### src/rtl/react_ctrl.sv
// Reaction-time trial sequencer: random wait, stimulus LED, BCD millisecond
// count until react, with false-start detection.
module react_ctrl #(
    parameter int TICK_DIV    = 100000,
    parameter int MIN_WAIT_MS = 1000,
    parameter int RAND_BITS   = 11
) (
    input  logic        clk,
    input  logic        rst,
    input  logic        start,
    input  logic        react,
    output logic        led,
    output logic [15:0] dat,
    output logic        done,
    output logic        err
);

    localparam int DIV_W  = (TICK_DIV > 1) ? $clog2(TICK_DIV) : 1;
    localparam int WAIT_W = $clog2(MIN_WAIT_MS + (1 << RAND_BITS)) + 1;

    typedef enum logic [2:0] {
        S_IDLE,
        S_WAIT,
        S_MEASURE,
        S_SHOW,
        S_FOUL
    } state_t;

    state_t             state_q, state_d;
    logic               start_q, react_q;
    logic [15:0]        lfsr_q, lfsr_d;
    logic [DIV_W-1:0]   div_q, div_d;
    logic [WAIT_W-1:0]  wait_cnt_q, wait_cnt_d;
    logic               led_q, led_d;
    logic [15:0]        dat_q, dat_d;
    logic               done_q, done_d;
    logic               err_q, err_d;

    logic               start_e, react_e, tick, enter_wait;

    assign led  = led_q;
    assign dat  = dat_q;
    assign done = done_q;
    assign err  = err_q;

    // Decimal increment that ripples the carry digit by digit.
    function automatic logic [15:0] bcd_inc(input logic [15:0] v);
        logic [15:0] r;
        logic        carry;
        r     = v;
        carry = 1'b1;
        for (int i = 0; i < 4; i++) begin
            if (carry) begin
                if (r[4*i +: 4] == 4'd9) begin
                    r[4*i +: 4] = 4'd0;
                end else begin
                    r[4*i +: 4] = r[4*i +: 4] + 4'd1;
                    carry       = 1'b0;
                end
            end
        end
        return r;
    endfunction

    always_comb begin
        start_e    = start & ~start_q;
        react_e    = react & ~react_q;
        lfsr_d     = {lfsr_q[14:0], lfsr_q[15] ^ lfsr_q[13] ^ lfsr_q[12] ^ lfsr_q[10]};
        tick       = (div_q == DIV_W'(TICK_DIV - 1));
        div_d      = tick ? '0 : div_q + DIV_W'(1);
        state_d    = state_q;
        wait_cnt_d = wait_cnt_q;
        led_d      = led_q;
        dat_d      = dat_q;
        done_d     = done_q;
        err_d      = err_q;
        enter_wait = 1'b0;

        case (state_q)
            S_IDLE: begin
                if (start_e) enter_wait = 1'b1;
            end
            S_WAIT: begin
                // A react edge beats an expiry tick landing in the same cycle.
                if (react_e) begin
                    state_d = S_FOUL;
                    err_d   = 1'b1;
                    dat_d   = 16'hFFFF;
                end else if (tick) begin
                    if (wait_cnt_q == WAIT_W'(1)) begin
                        state_d = S_MEASURE;
                        led_d   = 1'b1;
                        dat_d   = 16'h0000;
                        div_d   = '0;
                    end else begin
                        wait_cnt_d = wait_cnt_q - WAIT_W'(1);
                    end
                end
            end
            S_MEASURE: begin
                if (react_e) begin
                    state_d = S_SHOW;
                    led_d   = 1'b0;
                    done_d  = 1'b1;
                end else if (tick) begin
                    if (dat_q == 16'h9999) begin
                        state_d = S_SHOW;
                        led_d   = 1'b0;
                        done_d  = 1'b1;
                    end else begin
                        dat_d = bcd_inc(dat_q);
                    end
                end
            end
            S_SHOW, S_FOUL: begin
                if (start_e) enter_wait = 1'b1;
            end
            default: begin
                state_d = S_IDLE;
            end
        endcase

        if (enter_wait) begin
            state_d    = S_WAIT;
            wait_cnt_d = WAIT_W'(MIN_WAIT_MS) + WAIT_W'(lfsr_q[RAND_BITS-1:0]);
            div_d      = '0;
            led_d      = 1'b0;
            dat_d      = 16'h0000;
            done_d     = 1'b0;
            err_d      = 1'b0;
        end
    end

    // Button history resets high so a button held through reset gives no edge.
    always_ff @(posedge clk) begin
        if (rst) begin
            state_q    <= S_IDLE;
            start_q    <= 1'b1;
            react_q    <= 1'b1;
            lfsr_q     <= 16'hACE1;
            div_q      <= '0;
            wait_cnt_q <= '0;
            led_q      <= 1'b0;
            dat_q      <= 16'h0000;
            done_q     <= 1'b0;
            err_q      <= 1'b0;
        end else begin
            state_q    <= state_d;
            start_q    <= start;
            react_q    <= react;
            lfsr_q     <= lfsr_d;
            div_q      <= div_d;
            wait_cnt_q <= wait_cnt_d;
            led_q      <= led_d;
            dat_q      <= dat_d;
            done_q     <= done_d;
            err_q      <= err_d;
        end
    end

endmodule

### config.mk
export PLATFORM = sky130hd
export DESIGN_NAME = react_ctrl
export DESIGN_NICKNAME = d
export VERILOG_FILES = /design/src/rtl/react_ctrl.sv
export SDC_FILE = /design/constraint.sdc
export NUM_CORES = 1
export LEC_CHECK = 0
export ABC_CLOCK_PERIOD_IN_PS = 2300
export BUFFER_PORTS_ARGS = -buffer_cell sky130_fd_sc_hd__buf_2
export CAP_MARGIN = 20
export CORE_UTILIZATION = 36
export CTS_CLUSTER_SIZE = 12
export DETAILED_ROUTE_END_ITERATION = 8
export GPL_TIMING_DRIVEN = 0
export SETUP_SLACK_MARGIN = 0.1
export SYNTH_ARGS = -nofsm -noshare
export SYNTH_HDL_FRONTEND = slang
export SYNTH_SLANG_ARGS = --single-unit
### constraint.sdc
create_clock -name clk -period 2.3 [get_ports clk]
set_clock_uncertainty 0.05 [all_clocks]
set_input_delay 0.46 -clock clk [delete_from_list [all_inputs] [get_ports clk]]
set_output_delay 0.46 -clock clk [all_outputs]
set_load 0.02 [all_outputs]
After elaboration in Yosys (flattened, before gate mapping)

Index checks and enable logic that the tools add are counted.

Output and inout port bits: 19
Bits of input ports: 4
Register bits after elaboration: 70
Logic and storage cells: 139

Multiplexer cells: 61
Equality and inequality tests: 31
Reduce and logical (&&, ||, !) cells: 18
Bitwise logic cells: 8
$add $sub $neg: 7

Operator list:

| kind                                                 | count |
|---|---|
| 2-to-1 mux 16 bit                                    | 6 |
| 2-to-1 mux 17 bit                                    | 5 |
| 2-to-1 mux 13 bit                                    | 5 |
| case mux 16 bit (2 select lines)                     | 1 |
| 2-to-1 mux 1 bit                                     | 29 |
| 2-to-1 mux 4 bit                                     | 7 |
| AND reduction 7 bit                                  | 3 |
| inequality test 2 bit, second input constant         | 10 |
| 2-to-1 mux 3 bit                                     | 6 |
| adder 17 x 1 -> 17 bit, second input constant        | 1 |
| equality test 17 bit, second input constant          | 1 |
| adder 4 x 1 -> 4 bit, second input constant          | 4 |
| equality test 16 bit, second input constant          | 1 |
| equality test 4 bit, second input constant           | 4 |
| inequality test 4 bit, second input constant         | 4 |
| equality test 13 x 1 -> 1 bit, second input constant | 1 |
| subtractor 13 x 1 -> 13 bit, second input constant   | 1 |
| adder 10 x 11 -> 12 bit, first input constant        | 1 |
| inequality test 3 bit, second input constant         | 4 |
| AND reduction 6 bit                                  | 2 |
| AND reduction 5 bit                                  | 2 |
| nonzero test 2 bit                                   | 5 |
| case mux 3 bit (3 select lines)                      | 1 |
| equality test 3 x 2 -> 1 bit, second input constant  | 2 |
| other kinds (13)                                     | 19 |

Logic depth before layout (Yosys ltp)

Depth after elaboration: 21
Depth in mapped cells: 8
Depth with buffers taken out: 7

Least setup slack after synthesis

Ideal clock, no wire load.

Path kind: register to register
Start: register dat_q[0] (netlist: dat[0])
End: register led_q (netlist: led)
Buffers on the path: 3
Arrival: 1.920 ns
Library setup time: 0.079 ns
Data required time: 2.171 ns
Slack: 0.250 ns
Stages on the path, launching flop included: 9
Period minus slack after synthesis: 2.050 ns
Cells stage by stage: dfxtp_1 -> buf_2 -> and4bb_1 -> buf_4 -> and4_1 -> buf_2 -> o2bb2ai_2 -> or4_4 -> a211oi_2

Word-level cells in the longest chain between the ends: 3

Ends and longest elaborated chain:

| what                                   | RTL line | RTL |
|---|---|---|
| start, declared                        | 35       | `logic [15:0] dat_q, dat_d;` |
| start signal, assigned                 | 155      | `dat_q <= dat_d;` |
| equality test 16 bit                   | 106      | `if (dat_q == 16'h9999) begin` |
| inequality test 3 bit (no source line) | -        |  |
| AND reduction 6 bit (no source line)   | -        |  |
| end signal, assigned                   | 154      | `led_q <= led_d;` |
| end, declared                          | 34       | `logic led_q, led_d;` |

No other way between the ends.
A chain may end at the register's enable or synchronous reset.

Worst setup path in the final report

Start: register wait_cnt_q[1]
End: register wait_cnt_q[5]

Word-level cells in the longest chain between the ends: 6
Elaborated cells on any way between the ends: 9
Classes of those cells: add/sub (1); eq/ne (2); mux (5); reduce/logical (1)

Ends and longest elaborated chain:

| what                        | RTL line | RTL |
|---|---|---|
| start, declared             | 33       | `logic [WAIT_W-1:0] wait_cnt_q, wait_cnt_d;` |
| start signal, assigned      | 153      | `wait_cnt_q <= wait_cnt_d;` |
| subtractor 13 x 1 -> 13 bit | 96       | `wait_cnt_d = wait_cnt_q - WAIT_W'(1);` |
| 2-to-1 mux 13 bit           | 90       | `if (wait_cnt_q == WAIT_W'(1)) begin` |
| 2-to-1 mux 13 bit           | 89       | `end else if (tick) begin` |
| 2-to-1 mux 13 bit           | 85       | `if (react_e) begin` |
| 2-to-1 mux 13 bit           | 79       | `case (state_q)` |
| 2-to-1 mux 13 bit           | 123      | `if (enter_wait) begin` |

Several ways; a longest one is shown, not always the timed one. The select of a mux whose other input is x is not followed.

==> out/qor.yml <==
seqPwrFrac: 0.438
vias: 3383
hp-start: "start"
wire_per_inst_um: 15.4
wl_met3_um: 470
cp_num_buf_inv: 3
grt_setup_unrepaired: "yes"
first_global_vias: 3096
first_pass_iters: 4
final_cell_mix: "dfxtp_1, nor2_1, nand2_1"
synth_mux_area_frac: 0.0162
fin_util: 0.433
hold_viol_final: 0
arrival_ns: 2.33
io_buffers: 22
place_area_um2: 4060
synth_cell_types: 75
cts-root-buf: "clkbuf_8"
grt_max_degree: 15
hpwl_um: 6610
rr_startpoint: "wait_cnt_q[1]"
syn-instance-count: 424
post-place-ws_ns: 0.0148
core_area_um2: 10300
avgSynthCellArea_um2: 8.92
synth_seq_cells: 70
final_common_cell: "dfxtp_1"
grt.total_usage: 0.175
p_sw_frac: 0.325
min_to: "start_q"
synth-compound-area-share: 0.187
max_cap_violations: 0
critPathRequiredTime_ns: 2.50
critPathTopFamily: "simple AND/OR/NAND/NOR gates"
drt_wl_total_um: 9310
p_total_mw: 3.11
r2r_end: "wait_cnt_q[5]"
postLayoutCellArea_um2: 4450
cts_made_buffers: 9
start_kind: "flip-flop"
synthArstFlopShare: 0
synth-seq-area-share: 0.370
power_frac_comb: 0.230
htree_levels: 3
synthSimpleGateAreaFrac: 0.309
peakVddDrop_uv: 285
clkPwrFrac: 0.333
start_util: 0.368
antenna_found_initial: 0
route.detailed.drc: 0
final_nets: 473
r2r_slack_ns: 0.17
report.final.slew_viol_count: 0
ys_warn_count: 0
setup_viol: 0
drive_gt1_frac: 0.221
endpoint_kind: "flip-flop"
cp_cell_sequence: "inv_1 > ha_1 > nor4b_4 > and3_1 > buf_6 > buf_12 > nor4_1 > xor2_1 > a22o_1"
drt_iter0_markers: 171
die_y_um: 105
die_w_um: 105
insertedDiodeCount: 0
synthXorXnorAreaFrac: 0.0671
netlist_area_um2: 3780
tightest_slew_ns: 0.866
min_path_cells: 2
dieArea_um2: 10900
setup.worst_path.class: "flip-flop to flip-flop"
total_leakage_power_nw: 1.64
powerDensity_nw_per_um2: 699
p_int_mw: 2.10
relSlewSlack: 0.417
finalCriticalPeriod_ns: 2.13
min_path_type: "input port to flip-flop"
dp.cells: 582
clock_latency_ns: 0.36
synth_top_family_by_area: "simple AND/OR/NAND/NOR gates"
cpPeakStageDelay_ns: 0.40
synth_edf_count: 0
rows: 37
fin_crit_sh: 0.926
switching_power_mw: 1.01
grt_pass1_wl_um: 15300
wl_met2_um: 4130
antenna_left: 0
setup_tns_ns: 0
synthesis.nets: 432
whs_ns: 0.256
cts_tree: "built"
reg2regPathDepth: 9
regArea_um2: 1400
gp_congestion: 0.822
fmax_ghz: 0.470
ctsLongestPathBuffers: 2
stdcell_count: 606
clkTransAtPathRegs_ns: 0.09
met1_length_um: 4580
cp_slowest_cell: "nor4_1"
final.fill_count: 1040
crit_fanout: 4
grt-ovfl-total: 0
multi_input_area_um2: 2330
cts_hold_buf: 0
clock_sinks: 70
vias_per_cell: 5.58
highest_layer: "met4"
synthAdderAreaFrac: 0.0132
areaGrowthSynthToFinish_pct: 17.5
status: "finished, final reports clean"
pin_count: 23
synthFlopType: "dfxtp_1"
finalWorstSetupSlack_ns: 0.171
==> registers in the layout, summed over array words and instances (netlist names) <==
register and flops:
div_q 17, dat 16, lfsr_q 16, wait_cnt_q 13, state_q 3, done 1
err 1, led 1, react_q 1, start_q 1
==> how the worst max path moves through the flow <==
stage          slack, ns             to  cells after the start          start
2_1_floorplan       0.25            led                      8         dat[0]
3_3_place_gp       -0.01        dat[14]                      7          start
3_5_place_dp        0.01  wait_cnt_q[9]                      7          react
4_1_cts             0.08         dat[0]                      7         dat[0]
5_1_grt             0.05        dat[10]                      7       div_q[0]
6_report            0.17  wait_cnt_q[5]                      9  wait_cnt_q[1]
==> timing repair <==
action,in CTS,in global routing
pin swaps,1,5
gates resized for setup,3,26
buffers inserted,4,4
cloned,0,0
endpoints found under the setup margin,11,39
==> layout make-up <==
type,count,share of cell area
Timing Repair Buffer,30,0.0419
Multi-Input combinational cell,326,0.524
Clock buffer,9,0.0279
Inverter,9,0.00760
Sequential cell,70,0.316
Buffer,19,0.0265
Clock inverter,7,0.0183
Tap cell,136,0.0383
==> worst reg2reg max path: stages (launching register included) <==
cell	delay, ns
dfxtp_1	0.35
inv_1	0.08
ha_1	0.19
nor4b_4	0.13
and3_1	0.20
buf_6	0.13
buf_12	0.12
nor4_1	0.40
xor2_1	0.13
a22o_1	0.24
==> cells by family after synthesis <==
family | after synthesis
buf+inv | 28
simple gates | 192
compound gates | 95
fa+ha+maj | 4
mux | 6
flops | 70
xor+xnor | 29
==> power by group through the flow <==
stage | sequential, mW | clock, mW | combinational, mW
global route | 1.37 | 1.12 | 0.773
detailed placement | 1.38 | 0 | 0.634
global placement | 1.38 | 0 | 0.626
CTS | 1.36 | 1.07 | 0.672
finish | 1.36 | 1.03 | 0.713
floorplan | 1.39 | 0 | 0.455
==> routing by layer <==
metal / global-route usage / vias to the layer above
met5: 0 / -
met4: 0.0684 / 0
met3: 0.0370 / 8
met2: 0.263 / 92
met1: 0.243 / 1611
li1: - / 1672
==> synthesized netlist by cell type, types with 4 or more instances <==
cell,number,area [um^2]
a211oi_1,8,60.1
a21oi_1,12,60.1
a31oi_1,11,68.8
a41oi_1,4,35.0
and4_1,4,35.0
buf_2,4,20.0
clkbuf_1,8,30.0
dfxtp_1,70,1400
ha_1,4,50.1
inv_1,9,33.8
mux2i_1,5,50.1
nand2_1,27,101
nand2b_1,6,37.5
nand3_1,15,75.1
nand4_1,6,37.5
nor2_1,41,154
nor2b_1,19,119
nor3_1,13,65.1
nor4_1,9,56.3
o211ai_1,4,30.0
o21ai_0,18,90.1
o31ai_1,7,52.6
or2_2,9,56.3
or3_1,5,31.3
xnor2_1,13,114
xor2_1,16,140
Note: power is estimated with default switching activity, not from simulation.
